===== config.mk =====
export PLATFORM = sky130hd
export DESIGN_NAME = cic_interp
export DESIGN_NICKNAME = d
export VERILOG_FILES = /design/src/rtl/cic_interp.sv
export SDC_FILE = /design/constraint.sdc
export NUM_CORES = 1
export LEC_CHECK = 0
export ABC_CLOCK_PERIOD_IN_PS = 9200
export BUFFER_PORTS_ARGS = -buffer_cell sky130_fd_sc_hd__buf_2
export CAP_MARGIN = 10
export CORE_ASPECT_RATIO = 1.2
export CORE_MARGIN = 4
export CORE_UTILIZATION = 25
export CTS_CLUSTER_SIZE = 24
export DETAILED_ROUTE_END_ITERATION = 8
export PLACE_DENSITY_LB_ADDON = 0.08
export RECOVER_POWER = 100
export SYNTH_ARGS = -nofsm -noshare
export SYNTH_HDL_FRONTEND = slang
export SYNTH_SLANG_ARGS = --single-unit

===== constraint.sdc =====
create_clock -name clk -period 9.2 [get_ports clk]
set_clock_uncertainty 0.2 [all_clocks]
set_input_delay 1.84 -clock clk [delete_from_list [all_inputs] [get_ports clk]]
set_output_delay 1.84 -clock clk [all_outputs]
set_load 0.01 [all_outputs]

===== src/rtl/cic_interp.sv =====
// CIC interpolator: N low-rate combs, zero-stuffing by R, N high-rate integrators.
// Define CIC_INTERP_ROUND_EN for a round-half-up, saturating output stage.
module cic_interp #(
    parameter int rate     = 10,
    parameter int len      = 4,
    parameter int width    = 16,
    parameter int width_ex = 10
) (
    input  logic             clk,
    input  logic             rst,
    input  logic             cke,
    input  logic [width-1:0] din,
    output logic             din_req,
    output logic [width-1:0] dout,
    output logic             cke_out
);

    localparam int W  = width + width_ex;
    localparam int CW = (rate > 1) ? $clog2(rate) : 1;

    typedef logic signed [W-1:0] word_t;

    logic [CW-1:0] cnt_q, cnt_d;
    word_t         comb_dly_q [len];
    word_t         comb_dly_d [len];
    word_t         integ_q    [len];
    word_t         integ_d    [len];
    word_t         zs_q, zs_d;
    logic          cke_out_q, cke_out_d;

    assign din_req = (cnt_q == '0);
    assign cke_out = cke_out_q;

    always_comb begin
        word_t x;
        x          = word_t'($signed(din));
        cnt_d      = cnt_q;
        comb_dly_d = comb_dly_q;
        integ_d    = integ_q;
        zs_d       = zs_q;
        cke_out_d  = cke;
        if (cke) begin
            cnt_d = (cnt_q == CW'(rate - 1)) ? '0 : cnt_q + CW'(1);
            if (din_req) begin
                for (int unsigned k = 0; k < len; k++) begin
                    comb_dly_d[k] = x;
                    x             = x - comb_dly_q[k];
                end
                zs_d = x;
            end else begin
                zs_d = '0;
            end
            // every integrator sees the pre-edge value of its predecessor
            integ_d[0] = integ_q[0] + zs_q;
            for (int unsigned k = 1; k < len; k++) begin
                integ_d[k] = integ_q[k] + integ_q[k-1];
            end
        end
    end

    always_ff @(posedge clk or negedge rst) begin
        if (!rst) begin
            cnt_q     <= '0;
            zs_q      <= '0;
            cke_out_q <= 1'b0;
            for (int unsigned k = 0; k < len; k++) begin
                comb_dly_q[k] <= '0;
                integ_q[k]    <= '0;
            end
        end else begin
            cnt_q     <= cnt_d;
            zs_q      <= zs_d;
            cke_out_q <= cke_out_d;
            for (int unsigned k = 0; k < len; k++) begin
                comb_dly_q[k] <= comb_dly_d[k];
                integ_q[k]    <= integ_d[k];
            end
        end
    end

`ifdef CIC_INTERP_ROUND_EN
    generate
        if (width_ex > 0) begin : g_round
            localparam logic [W:0] HALF = (W + 1)'(1) << (width_ex - 1);
            logic [W:0] rnd;
            // one guard bit catches positive overflow of the rounded result
            always_comb begin
                rnd  = {integ_q[len-1][W-1], integ_q[len-1]} + HALF;
                dout = (rnd[W] != rnd[W-1]) ? {1'b0, {(width - 1){1'b1}}}
                                            : rnd[W-1:width_ex];
            end
        end else begin : g_trunc
            assign dout = integ_q[len-1][W-1:width_ex];
        end
    endgenerate
`else
    assign dout = integ_q[len-1][W-1:width_ex];
`endif

endmodule


==> results of run 1 <==
==> cell usage after synthesis (all sizes together) (19+ instances only) <==
library cell | number | area, um^2
xor2 | 53 | 464
ha | 176 | 2200
nor3 | 26 | 140
o21ai | 142 | 711
nand2b | 21 | 131
buf | 25 | 163
dfrtp | 212 | 5310
nand2 | 138 | 518
nand3 | 41 | 205
clkbuf | 40 | 150
xnor2 | 96 | 841
nor2b | 19 | 119
a21oi | 142 | 711
a21o | 93 | 698
o21a | 22 | 165
mux2 | 85 | 957
nand4 | 20 | 125
a31oi | 29 | 181
nor2 | 95 | 357
inv | 144 | 541
==> per-layer routing <==
metal | track usage [%] | vias to the layer above | wire [um]
met1 | 12.6 | 5759 | 16800
met5 | 0 | - | 0
met3 | 1.61 | 64 | 1200
li1 | - | 6589 | -
met4 | 2.99 | 0 | 884
met2 | 22.1 | 129 | 20400
==> worst reg2reg max path: cells and delay by family (launching register included) <==
kind | cells | cell delay (ps)
AOI/OAI and AO/OA | 12 | 2950
xor gates and xnor gates | 3 | 450
adders and majority gates | 5 | 1630
buffers and inverters | 1 | 180
DFF | 1 | 370
and+or+nand+nor | 8 | 1500
==> cell type report <==
cell class / count / area share [%]
Multi-Input combinational cell: 1400 / 55.9
Sequential cell: 212 / 28.9
Tap cell: 832 / 5.67
Clock buffer: 47 / 5.10
Inverter: 144 / 2.95
Timing Repair Buffer: 44 / 1.17
Clock inverter: 6 / 0.300
==> sequential cells by signal, summed over array words and instances (netlist names) <==
name,flops
cnt_q,4
zs_q,26
comb_dly_q,77
cke_out,1
integ_q,88
dout,16
==> layout by cell type, fill, tap and decap left out, types with 53 or more instances in the layout <==
cell type,Yosys,final
mux2_2,85,85
a21o_1,93,93
dfrtp_1,212,212
inv_1,143,144
nor2_1,95,95
xnor2_1,96,96
o21ai_0,135,134
nand2_1,138,138
a21oi_1,142,142
ha_1,176,176
xor2_1,53,53
==> logic make-up after synthesis <==
group                      Yosys count
and+or+nand+nor                    410
AOI/OAI and AO/OA                  568
adders and majority gates          184
xor gates and xnor gates           149
muxes                               89
buffers and inverters              209
DFF                                212
==> how the worst min path moves through the flow <==
| stage | start | to | depth (start not counted) |
|---|---|---|---|
| final | comb_dly_q[22] | comb_dly_q[22] | 1 |
| after global routing | comb_dly_q[20] | comb_dly_q[20] | 1 |
| after CTS | comb_dly_q[22] | comb_dly_q[22] | 1 |
| after detailed placement | comb_dly_q[22] | comb_dly_q[22] | 1 |
| after global placement | comb_dly_q[18] | comb_dly_q[18] | 1 |
| after floorplan | comb_dly_q[18] | comb_dly_q[18] | 1 |
==> per-stage QoR <==
stage / hold slack [ps] / utilization (%) / cell area, um^2
detailed placement: 266 / 26.9 / 17400
global placement: 262 / 26.9 / 17400
global route: 295 / 28.3 / 18400
floorplan: 249 / - / 16400
finish: 274 / 28.3 / 18400
CTS: 278 / 28.4 / 18400
==> repair_timing <==
| action | in CTS | in global routing |
|---|---|---|
| endpoints found under the setup margin | 0 | 1 |
| setup buffers | 0 | 0 |
| gates resized for setup | 0 | 2 |
==> flow_metrics.tcl, run 1 <==
set metrics [dict create \
    firstDrtPassIters 6 \
    synthFlopType "dfrtp_1" \
    cp_top_family "compound AO/OA/AOI/OAI gates" \
    tightest_slew_ps 5760 \
    die_height_um 289 \
    cts_made_buffers 30 \
    multi_input_area_um2 10300 \
    clk-insertion-delay-late_ps 560 \
    cts_tree "yes" \
    synth_nets 2024 \
    synth-simple-area-share_pct 11.8 \
    cp-end-kind "flop" \
    clockRootBuffer "clkbuf_16" \
    worstSetupPathType "primary input to flop" \
    post-place-ws_ps 191 \
    clkTransAtPathRegs_ps 50 \
    holdBufCountCts 0 \
    grt_pass1_vias 13243 \
    tritoncts_num_sinks 212 \
    syn_inst 1821 \
    seq_area_um2 5310 \
    place.gp.congestion 0.795 \
    ys_ff_latch 212 \
    worstSetupPathDepth 31 \
    dieArea_um2 69900 \
    finalSetupTns_ps 0 \
    final.min_clock_period_ps 8440 \
    drive_above_1_share_pct 9.17 \
    finalHoldViolCount 0 \
    cts_buffer_depth 3 \
    synth_top_family_by_area "compound AO/OA/AOI/OAI gates" \
    timing.fmax_ghz 0.119 \
    grt_start_max_net_pins 115 \
    h-tree-depth 1 \
    violations "capacitance limit, slew limit" \
    io-pin-count 37 \
    syn_area_um2 16400 \
    max_stage_delay_ps 560 \
    synthMuxAreaShare_pct 6.07 \
    critical_path_buf_inv_count 3 \
    maxSlewHeadroom_pct -284 \
    synth_cell_types 68 \
    yosysSeqAreaShare_pct 32.3 \
    io_buffer_count 36 \
    fill_cells 6895 \
    avgSynthCellArea_um2 9.02 \
    core_area_um2 64800 \
    dp_cells 2632 \
    fin_nets 2035 \
    slowest_stage "a211oi_1" \
    cp-startpoint "din[0]" \
    initial_core_util_pct 25.3 \
    crit_fanout 7 \
    num_rows 102 \
    critPathLaunchType "primary input" \
    yosys.area_share.adder_pct 14.4 \
    r2r-end "zs_q[25]" \
    path_common_cell "ha_1" \
    post-dp-hpwl_mm 28.8 \
    drtIter0Drc 395 \
    final_cells 2685 \
    synth_compound_area_share_pct 22.3 \
    cp_data_arrival_time_ps 8690 \
    via_count 12541 \
    synth_xor_area_share_pct 7.94 \
    routed_wl_mm 39.3 \
    post_drt_wl_per_cell_um 14.6 \
    endpoint "zs_q[25]" \
    ys_warn_count 0 \
    die_x_um 242 \
    viasPerCell 4.67 \
    worst_slack_ps 762 \
    period_share_pct 91.7 \
    antenna_found_initial 0 \
    reg2reg_slack_ps 1790 \
    rsz0062_at_grt "false" \
    status "finished, violations left" \
    hp-class "flop to flop" \
    synth_edf_count 0 \
    reg2reg_depth 29 \
    grt_pass1_wl_mm 66.1 \
    drv_cap 5 \
    track_usage_pct 11.2 \
    antenna_cells 0 \
    reg2reg_from "comb_dly_q[78]" \
    worstPathRequired_ps 9450 \
    maxSlewViolCount 336 \
    ant_nets 0 \
    area_growth_pct 11.7 \
    drc 0 \
    grt-ovfl-total 0 \
    finalSetupViolCount 0 \
    async_reset_ff_share_pct 100 \
]
Power of run 1 is left out: the tool's default activity adds up to more than one toggle a clock period on the data nets, which glitch-free logic cannot reach.
==> run 2: changes to the inputs <==
--- a/config.mk
+++ b/config.mk
@@ -5,7 +5,7 @@
 export SDC_FILE = /design/constraint.sdc
 export NUM_CORES = 1
 export LEC_CHECK = 0
-export ABC_CLOCK_PERIOD_IN_PS = 9200
+export ABC_CLOCK_PERIOD_IN_PS = 10700
 export BUFFER_PORTS_ARGS = -buffer_cell sky130_fd_sc_hd__buf_2
 export CAP_MARGIN = 10
 export CORE_ASPECT_RATIO = 1.2
==> constraint.sdc (replaced) <==
create_clock -name clk -period 10.7 [get_ports clk]
set_clock_uncertainty 0.2 [all_clocks]
set_input_delay 2.14 -clock clk [delete_from_list [all_inputs] [get_ports clk]]
set_output_delay 2.14 -clock clk [all_outputs]
set_load 0.01 [all_outputs]
==> run 2 against run 1 <==
  * The run still ends with capacitance limit, slew limit left
  * Non-clock buffer count is 1 lower
  * Critical endpoint is now zs_q[22]
  * Register-to-register slack better by 1200 ps
  * Critical path type unchanged
  * Utilization hardly changed
  * Global-route usage hardly changed
  * Critical path depth stayed put
  * Cell count hardly changed
  * Sequential cell count stayed put
  * Die area stayed put
  * Design area is 0.14% lower
  * First-iteration DRC count is 14% higher
  * Largest cell class unchanged
  * Hold slack better by 2.5 ps
==> flow_metrics.tcl, run 2 (synthesis results as in run 1) <==
set metrics [dict create \
    post-dp-hpwl_mm 28.9 \
    cts_buffer_depth 3 \
    clockRootBuffer "clkbuf_16" \
    rsz0062_at_grt "false" \
    tightest_slew_ps 5860 \
    critPathLaunchType "primary input" \
    fin_nets 2035 \
    timing.fmax_ghz 0.111 \
    finalSetupTns_ps 0 \
    slowest_stage "a21boi_0" \
    reg2reg_slack_ps 3000 \
    crit_fanout 7 \
    top_register "integ_q" \
    holdBufCountCts 0 \
    cts_tree "yes" \
    grt_pass1_vias 13219 \
    hold_path_depth 1 \
    multi_input_area_um2 10300 \
    clkTransAtPathRegs_ps 50 \
    cts_resized 0 \
    max_stage_delay_ps 660 \
    initial_core_util_pct 25.3 \
    cp-end-kind "flop" \
    area_growth_pct 11.5 \
    violations "capacitance limit, slew limit" \
    antenna_found_initial 0 \
    die_x_um 242 \
    ant_nets 0 \
    final_cell_mix "212 x dfrtp_1, 176 x ha_1, 144 x inv_1, 142 x a21oi_1, 138 x nand2_1" \
    seq_area_um2 5310 \
    h-tree-depth 1 \
    tritoncts_num_sinks 212 \
    drv_cap 6 \
    status "finished, violations left" \
    firstDrtPassIters 4 \
    io_buffer_count 36 \
    period_share_pct 84.3 \
    drtIter0Drc 451 \
    drc 0 \
    place.gp.congestion 0.813 \
    final.min_clock_period_ps 9020 \
    largest_register_ffs 88 \
    post-cts-setup-buffers 0 \
    worstSetupPathType "primary input to flop" \
    worstPathRequired_ps 10950 \
    fill_cells 6906 \
    layout_commonest_cell "dfrtp_1" \
    dieArea_um2 69900 \
    track_usage_pct 11.2 \
    largestRegisters "integ_q (88), comb_dly_q (77), zs_q (26)" \
    num_rows 102 \
    drive_above_1_share_pct 8.91 \
    grt-ovfl-total 0 \
    hp-class "flop to flop" \
    post_drt_wl_per_cell_um 14.6 \
    antenna_cells 0 \
    reg2reg_depth 29 \
    cp_data_arrival_time_ps 9270 \
    maxSlewHeadroom_pct -290 \
    grt_pass1_wl_mm 66.0 \
    via_count 12570 \
    finalHoldViolCount 0 \
    finalSetupViolCount 0 \
    io-pin-count 37 \
    clk-insertion-delay-late_ps 570 \
    routed_wl_mm 39.2 \
    core_area_um2 64800 \
    cts_made_buffers 31 \
    die_height_um 289 \
    viasPerCell 4.69 \
    maxSlewViolCount 407 \
    grt_start_max_net_pins 104 \
]
[run 2: layout make-up]
class | count | share of cell area, %
multi-input cells | 1400 | 56.0
flip-flops and latches | 212 | 29.0
well taps | 832 | 5.68
clock buffers | 47 | 4.94
inverters | 144 | 2.95
repair buffers | 43 | 1.04
clock inverters | 5 | 0.410
[run 2: metrics by stage]
step	util, %	instances	hold slack, ps	setup WS, ps	instance area, um^2
after floorplan	-	1821	249	2280	16400
after global routing	28.3	2683	294	627	18300
after global placement	26.9	2631	263	1420	17400
after detailed placement	26.9	2631	269	1380	17400
final	28.3	2683	277	1680	18300
after CTS	28.4	2683	281	1960	18400
[run 2: worst paths after layout]
kind                                     start             end
worst max-delay path                    din[0]        zs_q[22]
max in group asynchronous                  rst  comb_dly_q[25]
worst max register to register  comb_dly_q[78]        zs_q[22]
min in group asynchronous                  rst      integ_q[4]
worst min register to register  comb_dly_q[18]  comb_dly_q[18]
worst min-delay path            comb_dly_q[18]  comb_dly_q[18]
[run 2: per-layer routing]
| layer | GRT usage (%) | wire (um) | vias up | share of wire (%) |
|---|---|---|---|---|
| met1 | 12.6 | 16700 | 5776 | 43 |
| met4 | 3.50 | 1130 | 0 | 2.9 |
| li1 | - | - | 6575 | - |
| met5 | 0 | 0 | - | 0 |
| met2 | 21.9 | 20200 | 146 | 52 |
| met3 | 1.57 | 1150 | 73 | 2.9 |
[run 2: worst max-delay path: cells and delay by family]
family | cells | cell delay, ps
xor+xnor | 1 | 90
compound gates | 19 | 4760
fa+ha+maj | 5 | 1630
buf+inv | 2 | 120
simple gates | 4 | 510
Power of run 2 is left out for the same reason.
==> run 3: changes to the inputs <==
--- a/config.mk
+++ b/config.mk
@@ -5,7 +5,7 @@
 export SDC_FILE = /design/constraint.sdc
 export NUM_CORES = 1
 export LEC_CHECK = 0
-export ABC_CLOCK_PERIOD_IN_PS = 10700
+export ABC_CLOCK_PERIOD_IN_PS = 8300
 export BUFFER_PORTS_ARGS = -buffer_cell sky130_fd_sc_hd__buf_2
 export CAP_MARGIN = 10
 export CORE_ASPECT_RATIO = 1.2
==> constraint.sdc (replaced) <==
create_clock -name clk -period 8.3 [get_ports clk]
set_clock_uncertainty 0.2 [all_clocks]
set_input_delay 1.66 -clock clk [delete_from_list [all_inputs] [get_ports clk]]
set_output_delay 1.66 -clock clk [all_outputs]
set_load 0.01 [all_outputs]
==> run 3 against run 2 <==
  * The flow still finishes with violations (capacitance limit, slew limit)
  * First-iteration DRC count shrank 13%
  * Via count grew 2.6%
  * Non-clock buffer count up 97
  * Critical path depth rose by 1
  * Design area rose by 4.0%
  * Utilization grew 1.1 points
  * Count of clock-buffer cells in the layout grew 7
  * Setup slack lost 1200 ps
  * Register-to-register slack worse by 1700 ps
  * Die area unchanged
  * Hold slack got worse by 1.0 ps
  * Routed wire length up 1.8%
  * Critical path type unchanged
  * Critical endpoint is now zs_q[25]
  * Highest routed layer unchanged
==> flow_metrics.tcl, run 3 (synthesis results as in run 1) <==
set metrics [dict create \
    status "finished, violations left" \
    violations "capacitance limit, slew limit" \
    worstSetupPathType "primary input to flop" \
    core_area_um2 64800 \
    worst_slack_ps 463 \
    slowest_stage "a211oi_1" \
    top_register "integ_q" \
    num_rows 102 \
    path_common_cell "ha_1" \
    cp-end-kind "flop" \
    dieArea_um2 69900 \
    period_share_pct 94.4 \
    post-place-ws_ps -173 \
    drtIter0Drc 391 \
    worstSetupPathDepth 32 \
    tritoncts_num_sinks 212 \
    drive_above_1_share_pct 13.4 \
    viasPerCell 4.63 \
    fin_hold_ws_ps 276 \
    reg2reg_depth 30 \
    reg2reg_from "comb_dly_q[78]" \
    tightest_slew_ps 5560 \
    grt_pass1_vias 13520 \
    antenna_found_initial 0 \
    worstPathRequired_ps 8570 \
    gr-max-usage-layer "met2" \
    finalSetupViolCount 0 \
    largestRegisters "integ_q (88), comb_dly_q (77), zs_q (26)" \
    holdBufCountCts 0 \
    critical_path_buf_inv_count 4 \
    crit_fanout 4 \
    via_count 12899 \
    critPathLaunchType "primary input" \
    h-tree-depth 1 \
    finalHoldViolCount 0 \
    maxSlewViolCount 325 \
    grt_pass1_wl_mm 66.9 \
    antenna_cells 0 \
    initial_core_util_pct 25.3 \
    grtUsageMet3_pct 1.52 \
    post_drt_wl_per_cell_um 14.3 \
    clk-insertion-delay-late_ps 580 \
    cp_top_family "compound AO/OA/AOI/OAI gates" \
    rsz0062_at_grt "false" \
    cp_data_arrival_time_ps 8100 \
    post-cts-setup-buffers 0 \
    r2r-end "zs_q[25]" \
    finalSetupTns_ps 0 \
    endpoint "zs_q[25]" \
    cts_buffer_depth 3 \
    timing.fmax_ghz 0.128 \
    final_cells 2786 \
    io_buffer_count 36 \
    fin_nets 2132 \
    reg2reg_slack_ps 1300 \
    place.gp.congestion 0.769 \
    clkTransAtPathRegs_ps 50 \
    cts_tree "yes" \
    final_cell_mix "212 x dfrtp_1, 176 x ha_1, 144 x inv_1, 142 x a21oi_1, 138 x nand2_1" \
    routed_wl_mm 39.9 \
    ant_nets 0 \
    drc 0 \
    firstDrtPassIters 5 \
    dp_cells 2728 \
    largest_register_ffs 88 \
    clockRootBuffer "clkbuf_16" \
    use_met2_pct 22.7 \
    cp-startpoint "din[0]" \
    grt.met1_usage_pct 12.6 \
    grt_start_max_net_pins 115 \
    layout_commonest_cell "dfrtp_1" \
    die_x_um 242 \
    cts_made_buffers 31 \
    io-pin-count 37 \
    maxSlewHeadroom_pct -271 \
    drv_cap 4 \
    final.min_clock_period_ps 7840 \
    post-dp-hpwl_mm 29.4 \
    hp-class "flop to flop" \
    track_usage_pct 11.4 \
    die_height_um 289 \
    grt-ovfl-total 0 \
    max_stage_delay_ps 520 \
    area_growth_pct 16.0 \
]
==> run 3: cell type report <==
class	count	area [um^2]
Multi-Input combinational cell	1400	10300
Sequential cell	212	5310
Clock buffer	54	932
Timing Repair Buffer	140	925
Fill cell	6874	45800
Inverter	144	541
Clock inverter	4	48.8
Tap cell	832	1040
==> run 3: worst min path at each step <==
stage,depth (start not counted),to,start,slack (ps)
after detailed placement,1,comb_dly_q[18],comb_dly_q[18],270
after CTS,1,comb_dly_q[18],comb_dly_q[18],280
final,1,comb_dly_q[18],comb_dly_q[18],280
after global routing,1,comb_dly_q[20],comb_dly_q[20],300
after floorplan,1,comb_dly_q[18],comb_dly_q[18],250
after global placement,1,comb_dly_q[20],comb_dly_q[20],260
==> run 3: metal layers <==
| layer | vias to the layer above | wire length, um |
|---|---|---|
| met5 | - | 0 |
| met4 | 0 | 939 |
| met3 | 53 | 994 |
| met2 | 116 | 21100 |
| met1 | 5974 | 16800 |
| li1 | 6756 | - |
==> run 3: what timing repair did <==
action | 4_1_cts | 5_1_grt
gates resized for setup | 0 | 3
setup endpoints to repair | 0 | 3
endpoints found under the hold margin | 0 | 0
==> run 3: metrics by stage <==
step                      instance area [um^2]  utilization [%]
after detailed placement                 18100             28.0
after floorplan                          16400                -
after CTS                                19100             29.5
final                                    19100             29.4
after global placement                   18100             28.0
after global routing                     19100             29.4
Power of run 3 is left out for the same reason.
